File: src/rtl/line_burst_pkg.sv
// Shared types and defaults for the line burst master.
package line_burst_pkg;

    localparam int LINE_W_DEF  = 256;
    localparam int BURST_W_DEF = 64;
    localparam int TIMEOUT_DEF = 10000;

    typedef enum logic [1:0] {
        ST_IDLE  = 2'd0,
        ST_READ  = 2'd1,
        ST_WRITE = 2'd2,
        ST_DONE  = 2'd3
    } state_e;

    function automatic logic [31:0] line_align(input logic [31:0] addr, input int off_bits);
        logic [31:0] mask;
        mask = ~((32'd1 << off_bits) - 32'd1);
        return addr & mask;
    endfunction

endpackage

File: src/rtl/burst_timeout_ctr.sv
// Saturating watchdog counter; expired_o flags the final waiting cycle so the
// abort lands exactly TIMEOUT_CYCLES cycles after the last clear.
module burst_timeout_ctr
    import line_burst_pkg::*;
#(
    parameter int TIMEOUT_CYCLES = TIMEOUT_DEF
) (
    input  logic clk,
    input  logic rst,
    input  logic clear_i,
    input  logic enable_i,
    output logic expired_o
);

    localparam int CNT_W = $clog2(TIMEOUT_CYCLES + 1);
    localparam logic [CNT_W-1:0] LIMIT = CNT_W'(TIMEOUT_CYCLES - 1);

    logic [CNT_W-1:0] cnt_q;
    logic [CNT_W-1:0] cnt_d;

    // Next count: clear dominates, otherwise count up while enabled and not saturated.
    always_comb begin
        cnt_d = cnt_q;
        if (clear_i) begin
            cnt_d = '0;
        end else if (enable_i && (cnt_q != LIMIT)) begin
            cnt_d = cnt_q + CNT_W'(1);
        end else begin
            cnt_d = cnt_q;
        end
    end

    // Counter register with synchronous active-low reset.
    always_ff @(posedge clk) begin
        if (!rst) begin
            cnt_q <= '0;
        end else begin
            cnt_q <= cnt_d;
        end
    end

    assign expired_o = enable_i && (cnt_q == LIMIT);

endmodule

File: src/rtl/line_burst_master.sv
// Splits cache line reads/writes into BURSTS memory beats with a response
// watchdog; every output is driven straight from a register.
module line_burst_master
    import line_burst_pkg::*;
#(
    parameter int LINE_W         = LINE_W_DEF,
    parameter int BURST_W        = BURST_W_DEF,
    parameter int TIMEOUT_CYCLES = TIMEOUT_DEF
) (
    input  logic               clk,
    input  logic               rst,
    input  logic [31:0]        address_i,
    input  logic               read_i,
    input  logic               write_i,
    input  logic [LINE_W-1:0]  line_i,
    output logic [LINE_W-1:0]  line_o,
    output logic               resp_o,
    output logic               err_o,
    output logic [31:0]        address_o,
    output logic               read_o,
    output logic               write_o,
    output logic [BURST_W-1:0] burst_o,
    input  logic [BURST_W-1:0] burst_i,
    input  logic               resp_i
);

    localparam int BURSTS   = LINE_W / BURST_W;
    localparam int BEAT_W   = (BURSTS > 1) ? $clog2(BURSTS) : 1;
    localparam int OFF_BITS = $clog2(LINE_W / 8);
    localparam logic [BEAT_W-1:0] LAST_BEAT = BEAT_W'(BURSTS - 1);

    state_e              state_q;
    logic [BEAT_W-1:0]   beat_q;
    logic [BEAT_W-1:0]   beat_nxt_s;
    logic [LINE_W-1:0]   buf_q;
    logic [LINE_W-1:0]   line_q;
    logic [31:0]         addr_q;
    logic [BURST_W-1:0]  burst_q;
    logic                read_q;
    logic                write_q;
    logic                resp_q;
    logic                err_q;
    logic                tmo_clear_s;
    logic                tmo_enable_s;
    logic                tmo_expired_s;

    // Wraps to 0 after the last beat, so the write slice index never leaves the line.
    assign beat_nxt_s   = (beat_q == LAST_BEAT) ? '0 : beat_q + BEAT_W'(1);
    assign tmo_enable_s = (state_q == ST_READ) || (state_q == ST_WRITE);
    assign tmo_clear_s  = (state_q == ST_IDLE) || (tmo_enable_s && resp_i);

    burst_timeout_ctr #(
        .TIMEOUT_CYCLES (TIMEOUT_CYCLES)
    ) u_timeout (
        .clk       (clk),
        .rst       (rst),
        .clear_i   (tmo_clear_s),
        .enable_i  (tmo_enable_s),
        .expired_o (tmo_expired_s)
    );

    // Control FSM together with all registered outputs.
    always_ff @(posedge clk) begin
        if (!rst) begin
            state_q <= ST_IDLE;
            beat_q  <= '0;
            buf_q   <= '0;
            line_q  <= '0;
            addr_q  <= 32'd0;
            burst_q <= '0;
            read_q  <= 1'b0;
            write_q <= 1'b0;
            resp_q  <= 1'b0;
            err_q   <= 1'b0;
        end else begin
            resp_q <= 1'b0;
            err_q  <= 1'b0;
            case (state_q)
                ST_IDLE: begin
                    beat_q <= '0;
                    if (write_i || read_i) begin
                        addr_q  <= line_align(address_i, OFF_BITS);
                        buf_q   <= line_i;
                        burst_q <= line_i[BURST_W-1:0];
                        write_q <= write_i;
                        read_q  <= !write_i;
                        state_q <= write_i ? ST_WRITE : ST_READ;
                    end
                end
                ST_READ: begin
                    if (resp_i) begin
                        line_q[int'(beat_q)*BURST_W +: BURST_W] <= burst_i;
                        beat_q <= beat_nxt_s;
                        if (beat_q == LAST_BEAT) begin
                            read_q  <= 1'b0;
                            state_q <= ST_DONE;
                        end
                    end else if (tmo_expired_s) begin
                        read_q  <= 1'b0;
                        err_q   <= 1'b1;
                        beat_q  <= '0;
                        state_q <= ST_IDLE;
                    end
                end
                ST_WRITE: begin
                    if (resp_i) begin
                        burst_q <= buf_q[int'(beat_nxt_s)*BURST_W +: BURST_W];
                        beat_q  <= beat_nxt_s;
                        if (beat_q == LAST_BEAT) begin
                            write_q <= 1'b0;
                            state_q <= ST_DONE;
                        end
                    end else if (tmo_expired_s) begin
                        write_q <= 1'b0;
                        err_q   <= 1'b1;
                        beat_q  <= '0;
                        state_q <= ST_IDLE;
                    end
                end
                ST_DONE: begin
                    resp_q  <= 1'b1;
                    state_q <= ST_IDLE;
                end
                default: begin
                    read_q  <= 1'b0;
                    write_q <= 1'b0;
                    beat_q  <= '0;
                    state_q <= ST_IDLE;
                end
            endcase
        end
    end

    assign line_o    = line_q;
    assign resp_o    = resp_q;
    assign err_o     = err_q;
    assign address_o = addr_q;
    assign read_o    = read_q;
    assign write_o   = write_q;
    assign burst_o   = burst_q;

endmodule
File: config.mk
export PLATFORM = sky130hd
export DESIGN_NAME = line_burst_master
export DESIGN_NICKNAME = d
export VERILOG_FILES = /design/src/rtl/line_burst_pkg.sv /design/src/rtl/burst_timeout_ctr.sv /design/src/rtl/line_burst_master.sv
export SDC_FILE = /design/constraint.sdc
export NUM_CORES = 1
export LEC_CHECK = 0
export CAP_MARGIN = 5
export CELL_PAD_IN_SITES_DETAIL_PLACEMENT = 2
export CELL_PAD_IN_SITES_GLOBAL_PLACEMENT = 2
export CORE_ASPECT_RATIO = 0.9
export CORE_MARGIN = 8
export CORE_UTILIZATION = 27
export CTS_CLUSTER_SIZE = 20
export DETAILED_ROUTE_END_ITERATION = 10
export GPL_TIMING_DRIVEN = 0
export PLACE_DENSITY = 0.83
export SLEW_MARGIN = 20
export SYNTH_ARGS = -nofsm -noshare
export SYNTH_HDL_FRONTEND = slang
export SYNTH_HIERARCHICAL = 1
export SYNTH_SLANG_ARGS = --single-unit
export TNS_END_PERCENT = 30
File: constraint.sdc
create_clock -name clk -period 3.2 [get_ports clk]
set_input_delay 0.48 -clock clk [delete_from_list [all_inputs] [get_ports clk]]
set_output_delay 0.48 -clock clk [all_outputs]
set_load 0.02 [all_outputs]
==> impl_results.md, run 1 <==
* Status: completed
* Clk buf depth at 3
* Slew HR at 25.1%
* Reg-to-Reg Start: beat_q[0]
* Area grow syn2layout at 46.1%
* FF+latch count, synth at 625
* Top post-synthesis cells by area: dfxtp_1 (52%), nand2_1 (9.4%), a22oi_1 (8.0%)
* Pin count of the biggest net entering global routing at 14
* Vias at 25000
* NetSw at 10.9 mW
* Setup crit end kind: flip-flop
* WHS Endpoint: address_o[25]
* Post CTS Setup Buffer Count at 0
* Area share of the largest cell type after synthesis at 52.1%
* RR Endpoint: burst_o[4]
* Skew final at 24.8 ps
* Layout cells sized above 1 at 7.60%
* LEAKAGE at 13.2 nW
* Placer Congestion at 0.857
* Initial antenna violation count at 29
* Area of the die at 0.0988 mm^2
* Final setup violating endpoints at 0
* Max FO, Critical Path at 10
* Hold Path Depth at 3
* Crit path DAT at 3630 ps
* Worst setup margin at 92.2 ps
* Fin util at 39.9%
* IO Count at 713
* Max rail drop VDD at 0.481 mV
* Vias per cell at 5.21
* CTS Buf Count at 75
* Nets at 3930
* Vias in the first global route at 27200
* # H-tree levels at 3
* Die Span Y at 299 um
* Worst-path clk slew at 60 ps
* Slew @ Worst Pin at 1120 ps
* Fin crit period at 3110 ps
* Sequential share of power at 34.8%
* Final setup TNS at 0 ps
* Routed len/inst at 28.0 um
* Clk pwr share at 30.9%
* Core ar. at 0.0879 mm^2
* Placement row count at 103
* RSZ-0062 raised after global routing: false
* Most frequent cells in the layout: clkdlybuf4s50_1 (702), dfxtp_1 (625), nand2_1 (601), a21oi_1 (295), nor2_1 (271)
* Clock sink total at 625
* Ys Warns at 6
* CP startpoint kind: flip-flop
* Final ANT Viol Nets at 0
* Worst R2R Path Depth at 9
* Leading area contributor after synthesis: dfxtp_1
* Overall routing resource usage at 26.0%
* Initial DRC count at 1429
* Mapped Cells at 2778
* First-pass GRT wire length at 191000 um
* Placement Setup Slack at -419 ps
* Hold-fix buffers, CTS at 0
* Crit path kind: reg -> reg
* Number of max-cap violations at 0
* DRC at 0
* Grt ovf at 0
* Root Driver: clkbuf_16
* Final-report hold violation count at 0
* WL final at 134000 um
* CTS tree: yes
* Post-synthesis sequential area ratio at 52.1%
* Sw Ratio at 38.0%
* HPWL Detailed at 103000 um
* Dominant synthesized flop cell: dfxtp_1
* Hold Path Class: in -> reg
* Mapped Area at 0.0240 mm^2
* Power, Total at 28.8 mW
* Period utilisation layout at 97.1%
* Hold_sp: address_i[25]
* I/O Buffers at 702
* Reg2reg setup slack at 90 ps
* Die Wd at 330 um
* Critical path data required time at 3720 ps
* Post-synth EDFFs at 0
* Starting Density at 27.3%
* Fmax at 322 MHz
* FFs w/ async S/R, synth at 0%
* Avg Inst Size Synth at 8.64 um^2
* Count of cell types in the netlist at 57
* Clk_lat worst skew at 630 ps
* Final Max Slew Viols at 0
* Pwr/cell area at 819 mW/mm^2
* Internal power at 17.8 mW
* Commonest non-fill, non-tap cell in the layout: clkdlybuf4s50_1
* Combinational share of power at 34.3%
* DRT Pass-1 Iters at 5
==> cell usage after synthesis (12+ instances only) <==
library cell,instances
ha_1,12
o22ai_1,45
a31oi_1,18
a22oi_1,256
o221a_1,18
buf_1,23
nor2_1,271
o21ai_0,78
clkbuf_1,134
o221a_2,36
a21oi_1,295
nand2b_1,14
dfxtp_1,625
nand2_1,602
buf_2,58
mux2_2,18
inv_1,63
mux2i_1,104
buf_4,22
==> worst max-delay path: stages (launching register included) <==
cell     delay, ps
dfxtp_1        410
buf_2          310
inv_1          150
ha_1           300
buf_2          230
inv_2          130
nand2_2        390
buf_1          560
o22ai_1        240
o221a_2        290
==> through the flow <==
step	hold slack (ps)	area [um^2]	cells
global route	379	35100	4786
finish	396	35100	4790
global placement	439	32500	4639
CTS	354	35000	4772
detailed placement	449	32500	4639
floorplan	433	24000	2782
==> state kept, by name, summed over array words and instances, names as in the netlist, 2 cells and up <==
name             cells
address_o           27
beat_q               2
buf_q              256
burst_o             64
line_o             256
state_q              2
u_timeout/cnt_q     14
==> layout make-up <==
class	count	area, um^2
Clock inverter	10	149
Fill cell	9776	52800
Tap cell	1155	1450
Sequential cell	625	12500
Inverter	65	244
Antenna cell	18	45.0
Multi-Input combinational cell	1850	10200
Clock buffer	123	2380
Buffer	242	1100
Timing Repair Buffer	702	7030
==> timing repair <==
item / 4_1_cts / 5_1_grt
resized for setup: 2 / 5
pin swaps: 0 / 0
endpoints found under the setup margin: 2 / 12
==> cells by family (layout without fill, tap and decap cells) <==
| kind of cell | after synthesis | after routing | synth area share [%] |
|---|---|---|---|
| simple gates | 938 | 938 | 15.6 |
| compound gates | 765 | 765 | 20.6 |
| flops | 625 | 625 | 52.1 |
| buf+inv | 307 | 1142 | 5.57 |
| mux | 123 | 123 | 5.27 |
| fa+ha+maj | 12 | 12 | 0.625 |
| xor+xnor | 7 | 7 | 0.255 |
| other cells | 1 | 23 | 0.0156 |
==> worst max-delay path by stage <==
| stage | start | endpoint | slack, ps | cells past startpoint |
|---|---|---|---|---|
| after global routing | beat_q[0] | burst_o[4] | 30 | 9 |
| after CTS | beat_q[0] | burst_o[60] | 30 | 8 |
| final | beat_q[0] | burst_o[4] | 90 | 9 |
| after global placement | rst | line_o[127] | -830 | 6 |
| after detailed placement | rst | line_o[131] | -420 | 6 |
| after floorplan | u_timeout/cnt_q[5] | write_o | 950 | 7 |
==> power groups by stage <==
stage | clock network (mW) | logic (mW) | registers, mW
2_1_floorplan | 0 | 4.68 | 10.5
3_3_place_gp | 0 | 9.40 | 10.1
3_5_place_dp | 0 | 9.68 | 10.1
4_1_cts | 9.03 | 9.81 | 9.99
5_1_grt | 9.30 | 10.5 | 10.1
6_report | 8.88 | 9.86 | 10.0
==> metal layers <==
layer  up-vias  part of all wire [%]  GRT usage, %
met2       806                    47          42.9
met5         -                 0.068             0
met1     12700                    41          31.7
met4        14                   5.5          12.9
met3       294                   6.4          5.94
li1      11200                     -             -
Note: power is estimated with default switching activity, not from simulation.
==> run 2, diff against run 1 <==
--- a/config.mk
+++ b/config.mk
@@ -10,11 +10,12 @@
 export CELL_PAD_IN_SITES_GLOBAL_PLACEMENT = 2
 export CORE_ASPECT_RATIO = 0.9
 export CORE_MARGIN = 8
-export CORE_UTILIZATION = 27
+export CORE_UTILIZATION = 36
 export CTS_CLUSTER_SIZE = 20
 export DETAILED_ROUTE_END_ITERATION = 10
+export DONT_BUFFER_PORTS = 1
 export GPL_TIMING_DRIVEN = 0
-export PLACE_DENSITY = 0.83
+export PLACE_DENSITY_LB_ADDON = 0.12
 export SLEW_MARGIN = 20
 export SYNTH_ARGS = -nofsm -noshare
 export SYNTH_HDL_FRONTEND = slang
==> run 2 against run 1 <==
Routed wire length is 8.1% lower. Clock-buffer cell count down 15. Global-route usage is 5.4 points higher. First-iteration DRC count decreased by 4.4%. Sequential cell count unchanged. Sequential share of layout area up 6.3 points. Clock power shrank 8.7%. Critical path type unchanged. Largest power group unchanged.
==> impl_results.md, run 2 (synthesis gave the netlist of run 1 again) <==
* Clk buf depth at 3
* Worst R2R Path Depth at 8
* Worst Setup SP: beat_q[0]
* Initial antenna violation count at 13
* Post-Place Cell Area at 0.0251 mm^2
* CP startpoint kind: flip-flop
* Worst-path clk slew at 60 ps
* Sequential share of power at 40.9%
* WL final at 123000 um
* Sw Ratio at 39.3%
* Clock sink total at 625
* Clk pwr share at 30.4%
* DRT Pass-1 Iters at 5
* Overall routing resource usage at 31.3%
* Core ar. at 0.0666 mm^2
* Crit path DAT at 3490 ps
* Final Max Slew Viols at 0
* Status: completed
* Internal power at 16.2 mW
* Reg2reg setup slack at 210 ps
* Grt ovf at 0
* Vias per cell at 5.80
* LEAKAGE at 11.5 nW
* Commonest non-fill, non-tap cell in the layout: dfxtp_1
* Design area at 0.0298 mm^2
* Layout cells sized above 1 at 8.36%
* Nets at 3463
* Setup crit end kind: flip-flop
* Reg-to-Reg Start: beat_q[0]
* CTS Buf Count at 72
* Pin count of the biggest net entering global routing at 14
* Placement Setup Slack at -23.6 ps
* Root Driver: clkbuf_16
* Starting Density at 36.1%
* HPWL Detailed at 87700 um
* Max rail drop VDD at 0.453 mV
* Final setup violating endpoints at 0
* Period utilisation layout at 93.6%
* Hold Path Class: in -> reg
* Area grow syn2layout at 24.2%
* Number of max-cap violations at 0
* Initial DRC count at 1366
* DRC at 0
* Most frequent cells in the layout: dfxtp_1 (625), nand2_1 (602), a21oi_1 (295), nor2_1 (271), a22oi_1 (256)
* Die Wd at 288 um
* Pwr/cell area at 896 mW/mm^2
* Final ANT Viol Nets at 0
* NetSw at 10.5 mW
* Skew final at 26.5 ps
* Fmax at 334 MHz
* IO Count at 713
* Setup crit end: burst_o[13]
* I/O Buffers at 0
* RR Endpoint: burst_o[13]
* Fin util at 44.8%
* Placer Congestion at 0.885
* Combinational share of power at 28.7%
* Clk_lat worst skew at 630 ps
* Slew HR at 29.9%
* Vias in the first global route at 26000
* CTS tree: yes
* Fin crit period at 2990 ps
* Slew @ Worst Pin at 1050 ps
* Crit path kind: reg -> reg
* Worst setup margin at 205 ps
* Routed len/inst at 30.6 um
* # H-tree levels at 3
* Die Span Y at 261 um
* Critical path data required time at 3700 ps
* Final-report hold violation count at 0
* Vias at 23400
* RSZ-0062 raised after global routing: false
* Max FO, Critical Path at 10
* Area of the die at 0.0752 mm^2
* First-pass GRT wire length at 177000 um
* Placement row count at 90
[run 2: changes by cell type in the layout (fill, tap and decap cells not counted), sizes merged]
cell           change
clkinv             +6
clkbuf            -15
bufinv             -1
diode              -4
clkdlybuf4s50    -702
dlygate4sd3      +238
clkinvlp           +2
[run 2: metal layers]
layer  vias up  routed length, um  global-route usage, %
met1     11900              48200                   36.1
met4         2               6280                   14.4
met2       907              59500                   53.6
met3       307               9330                   9.18
li1      10200                  -                      -
met5         -                 13                      0
[run 2: final cells by class]
cell class                      count  area [um^2]
Fill cell                        7231        36700
Inverter                           65          244
Clock buffer                      108         2110
Buffer                            242         1100
Sequential cell                   625        12500
Clock inverter                     17          168
Timing Repair Buffer              238         2380
Multi-Input combinational cell   1850        10200
Tap cell                          874         1090
Antenna cell                       14         35.0
[run 2: worst min path at each step]
stage | from | to | slack (ps) | cells past startpoint
final | line_i[200] | buf_q[200] | 20 | 2
after global placement | buf_q[37] | buf_q[37] | 440 | 2
after floorplan | buf_q[108] | buf_q[108] | 430 | 2
after global routing | line_i[135] | buf_q[135] | 3 | 2
after detailed placement | buf_q[110] | buf_q[110] | 450 | 2
after CTS | burst_i[29] | line_o[157] | 0.2 | 2
[run 2: repair_timing]
item | in CTS | in global routing
hold buffers | 236 | 2
setup endpoints to repair | 0 | 12
endpoints found under the hold margin | 255 | 2
resized for setup | 0 | 4
buffers inserted | 0 | 0
[run 2: power groups by stage]
| stage | Combinational (mW) | Clock, mW | Sequential, mW |
|---|---|---|---|
| floorplan | 4.68 | 0 | 10.5 |
| detailed placement | 7.17 | 0 | 11.1 |
| finish | 7.68 | 8.11 | 10.9 |
| global route | 8.27 | 8.55 | 11.1 |
| global placement | 6.81 | 0 | 11.0 |
| CTS | 7.51 | 8.21 | 10.9 |
[run 2: metrics by stage]
| step | power, mW | cells | hold slack, ps | TNS (ps) |
|---|---|---|---|---|
| final | 26.7 | 4033 | 20.0 | 0 |
| after global routing | 27.9 | 4028 | 2.82 | 0 |
| after CTS | 26.6 | 4017 | 0.194 | 0 |
| after detailed placement | 18.2 | 3656 | 450 | -60.8 |
| after global placement | 17.8 | 3656 | 440 | 0 |
| after floorplan | 15.2 | 2782 | 433 | 0 |
[run 2: worst max-delay path: stages (launching register included)]
cell and delay (ps):
dfxtp_1 380, buf_2 290, inv_1 140, ha_1 300, buf_2 180, nand2_1 590, clkbuf_1 400, o21ai_0 290
o221a_2 290
==> run 3, diff against run 2 <==
--- a/config.mk
+++ b/config.mk
@@ -6,13 +6,12 @@
 export NUM_CORES = 1
 export LEC_CHECK = 0
 export CAP_MARGIN = 5
-export CELL_PAD_IN_SITES_DETAIL_PLACEMENT = 2
-export CELL_PAD_IN_SITES_GLOBAL_PLACEMENT = 2
-export CORE_ASPECT_RATIO = 0.9
-export CORE_MARGIN = 8
-export CORE_UTILIZATION = 36
+export CELL_PAD_IN_SITES_DETAIL_PLACEMENT = 0
+export CELL_PAD_IN_SITES_GLOBAL_PLACEMENT = 1
+export CORE_AREA = 8 8 271 273
 export CTS_CLUSTER_SIZE = 20
 export DETAILED_ROUTE_END_ITERATION = 10
+export DIE_AREA = 0 0 279 281
 export DONT_BUFFER_PORTS = 1
 export GPL_TIMING_DRIVEN = 0
 export PLACE_DENSITY_LB_ADDON = 0.12
==> constraint.sdc (replaced) <==
create_clock -name clk -period 3.85 [get_ports clk]
set_input_delay 0.5775 -clock clk [delete_from_list [all_inputs] [get_ports clk]]
set_output_delay 0.5775 -clock clk [all_outputs]
set_load 0.02 [all_outputs]
==> run 3 against run 2 <==
Cell area decreased by 7.4%. Worst hold slack improved by 81 ps. Worst setup slack improved by 570 ps. Register-to-register slack improved by 570 ps. Clock-buffer cell count increased by 4. Sequential share of layout area increased by 3.3 points. Via count decreased by 9.0%. Clock power decreased by 14%. Clock skew decreased by 4.9 ps. Critical path type unchanged. Highest routed layer unchanged.
==> impl_results.md, run 3 (synthesis gave the netlist of run 1 again) <==
* Hold-fix buffers, CTS at 0
* Starting Density at 34.7%
* Post-Place Cell Area at 0.0252 mm^2
* Pin count of the biggest net entering global routing at 14
* Vias per cell at 5.51
* Fill cells at 7118
* Setup crit end kind: flip-flop
* Number of max-cap violations at 0
* Area grow syn2layout at 15.0%
* Most frequent cells in the layout: dfxtp_1 (625), nand2_1 (602), a21oi_1 (295), nor2_1 (271), a22oi_1 (256)
* # H-tree levels at 3
* CP startpoint kind: flip-flop
* Slew @ Worst Pin at 1160 ps
* Grt ovf at 0
* Placement Setup Slack at 707 ps
* Critical path cell sequence: buf_2 -> inv_1 -> ha_1 -> buf_2 -> nand2_1 -> clkbuf_1 -> o21ai_0 -> o221a_2
* Nets at 3225
* CTS Buf Count at 72
* Routed len/inst at 27.8 um
* Skew final at 21.6 ps
* Final ANT Viol Nets at 0
* Initial antenna violation count at 10
* Final setup TNS at 0 ps
* DRT Pass-1 Iters at 6
* RSZ-0062 raised after global routing: false
* Fmax at 325 MHz
* Max FO, Critical Path at 10
* Critical path data required time at 4340 ps
* Hold Path Class: in -> reg
* Core ar. at 0.0693 mm^2
* Final setup violating endpoints at 0
* Final Max Slew Viols at 0
* Crit path DAT at 3570 ps
* Worst setup margin at 772 ps
* Period utilisation layout at 80.0%
* LEAKAGE at 10.5 nW
* Initial DRC count at 1752
* Clock sink total at 625
* Vias at 21300
* NetSw at 8.24 mW
* IO Count at 713
* WHS at 101 ps
* Commonest non-fill, non-tap cell in the layout: dfxtp_1
* Die Wd at 279 um
* Placement row count at 97
* Layout cells sized above 1 at 9.07%
* Pwr/cell area at 791 mW/mm^2
* Max rail drop VDD at 0.376 mV
* Final-report hold violation count at 0
* Internal power at 13.6 mW
* Multi-input gate area at 0.0102 mm^2
* Worst-path clk slew at 60 ps
* Power, Total at 21.8 mW
* Fin crit period at 3080 ps
* Clk pwr share at 32.0%
* Post CTS Setup Buffer Count at 0
* Most common cell on crit path: buf_2
* Slew HR at 22.9%
* Reg area at 0.0125 mm^2
* Status: completed
* WL final at 108000 um
* Area of the die at 0.0784 mm^2
* Sequential share of power at 41.3%
* Vias in the first global route at 20700
* Die Span Y at 281 um
* Post-CTS resize count at 0
* Combinational share of power at 26.7%
* Crit path kind: reg -> reg
* Overall routing resource usage at 25.9%
* First-pass GRT wire length at 151000 um
* Clk buf depth at 3
* Design area at 0.0276 mm^2
* Sw Ratio at 37.8%
* Worst stage delay on the critical path at 620 ps
* I/O Buffers at 0
* Placer Congestion at 0.859
* DRC at 0
* Root Driver: clkbuf_16
* CTS tree: yes
* Worst path slowest cell: nand2_1
* Clk_lat worst skew at 610 ps
* HPWL Detailed at 82800 um
==> run 3: cell count changes in the layout (fill, tap and decap cells not counted), sizes merged <==
cell,before,now
dlygate4sd3,238,0
clkbuf,243,247
clkinv,13,11
inv,66,65
diode,14,11
clkinvlp,2,3
bufinv,1,3
==> run 3: worst paths after layout <==
| kind | from | endpoint | slack (ps) | cells after the start |
|---|---|---|---|---|
| worst max-delay path | beat_q[0] | burst_o[60] | 770 | 8 |
| worst min-delay path | address_i[20] | address_o[20] | 100 | 2 |
| worst max register to register | beat_q[0] | burst_o[60] | 770 | 8 |
| worst min register to register | buf_q[21] | buf_q[21] | 450 | 2 |
==> run 3: per-stage QoR <==
| step | util [%] | std cells |
|---|---|---|
| 2_1_floorplan | - | 2782 |
| 3_3_place_gp | 36.4 | 3722 |
| 3_5_place_dp | 36.4 | 3722 |
| 4_1_cts | 39.8 | 3851 |
| 5_1_grt | 39.8 | 3856 |
| 6_report | 39.9 | 3862 |
==> run 3: area by class of cell <==
type / instances / share of cell area (%)
Multi-Input combinational cell: 1850 / 36.9
Clock buffer: 112 / 7.96
Tap cell: 940 / 4.26
Sequential cell: 625 / 45.3
Buffer: 242 / 3.96
Clock inverter: 17 / 0.675
Antenna cell: 11 / 0.0997
Inverter: 65 / 0.883
==> run 3: power groups by stage <==
| stage | combinational [mW] | clock, mW | sequential (mW) |
|---|---|---|---|
| after detailed placement | 5.82 | 0 | 9.15 |
| after CTS | 5.84 | 7.10 | 9.02 |
| after global routing | 6.38 | 7.39 | 9.13 |
| final | 5.84 | 6.99 | 9.01 |
| after global placement | 5.72 | 0 | 9.13 |
| after floorplan | 3.89 | 0 | 8.71 |
==> run 3: per-layer routing <==
layer | routed length, um | GRT usage [%]
met1 | 43800 | 31.9
met2 | 50700 | 42.4
met3 | 9910 | 8.57
met4 | 3100 | 8.58
met5 | 26 | 0
==> run 3: critical path, delay by kind of cell (launching register included) <==
kind	cells	cell delay, ps
compound gates	2	470
fa+ha+maj	1	300
buf+inv	4	1180
flops	1	390
simple gates	1	620
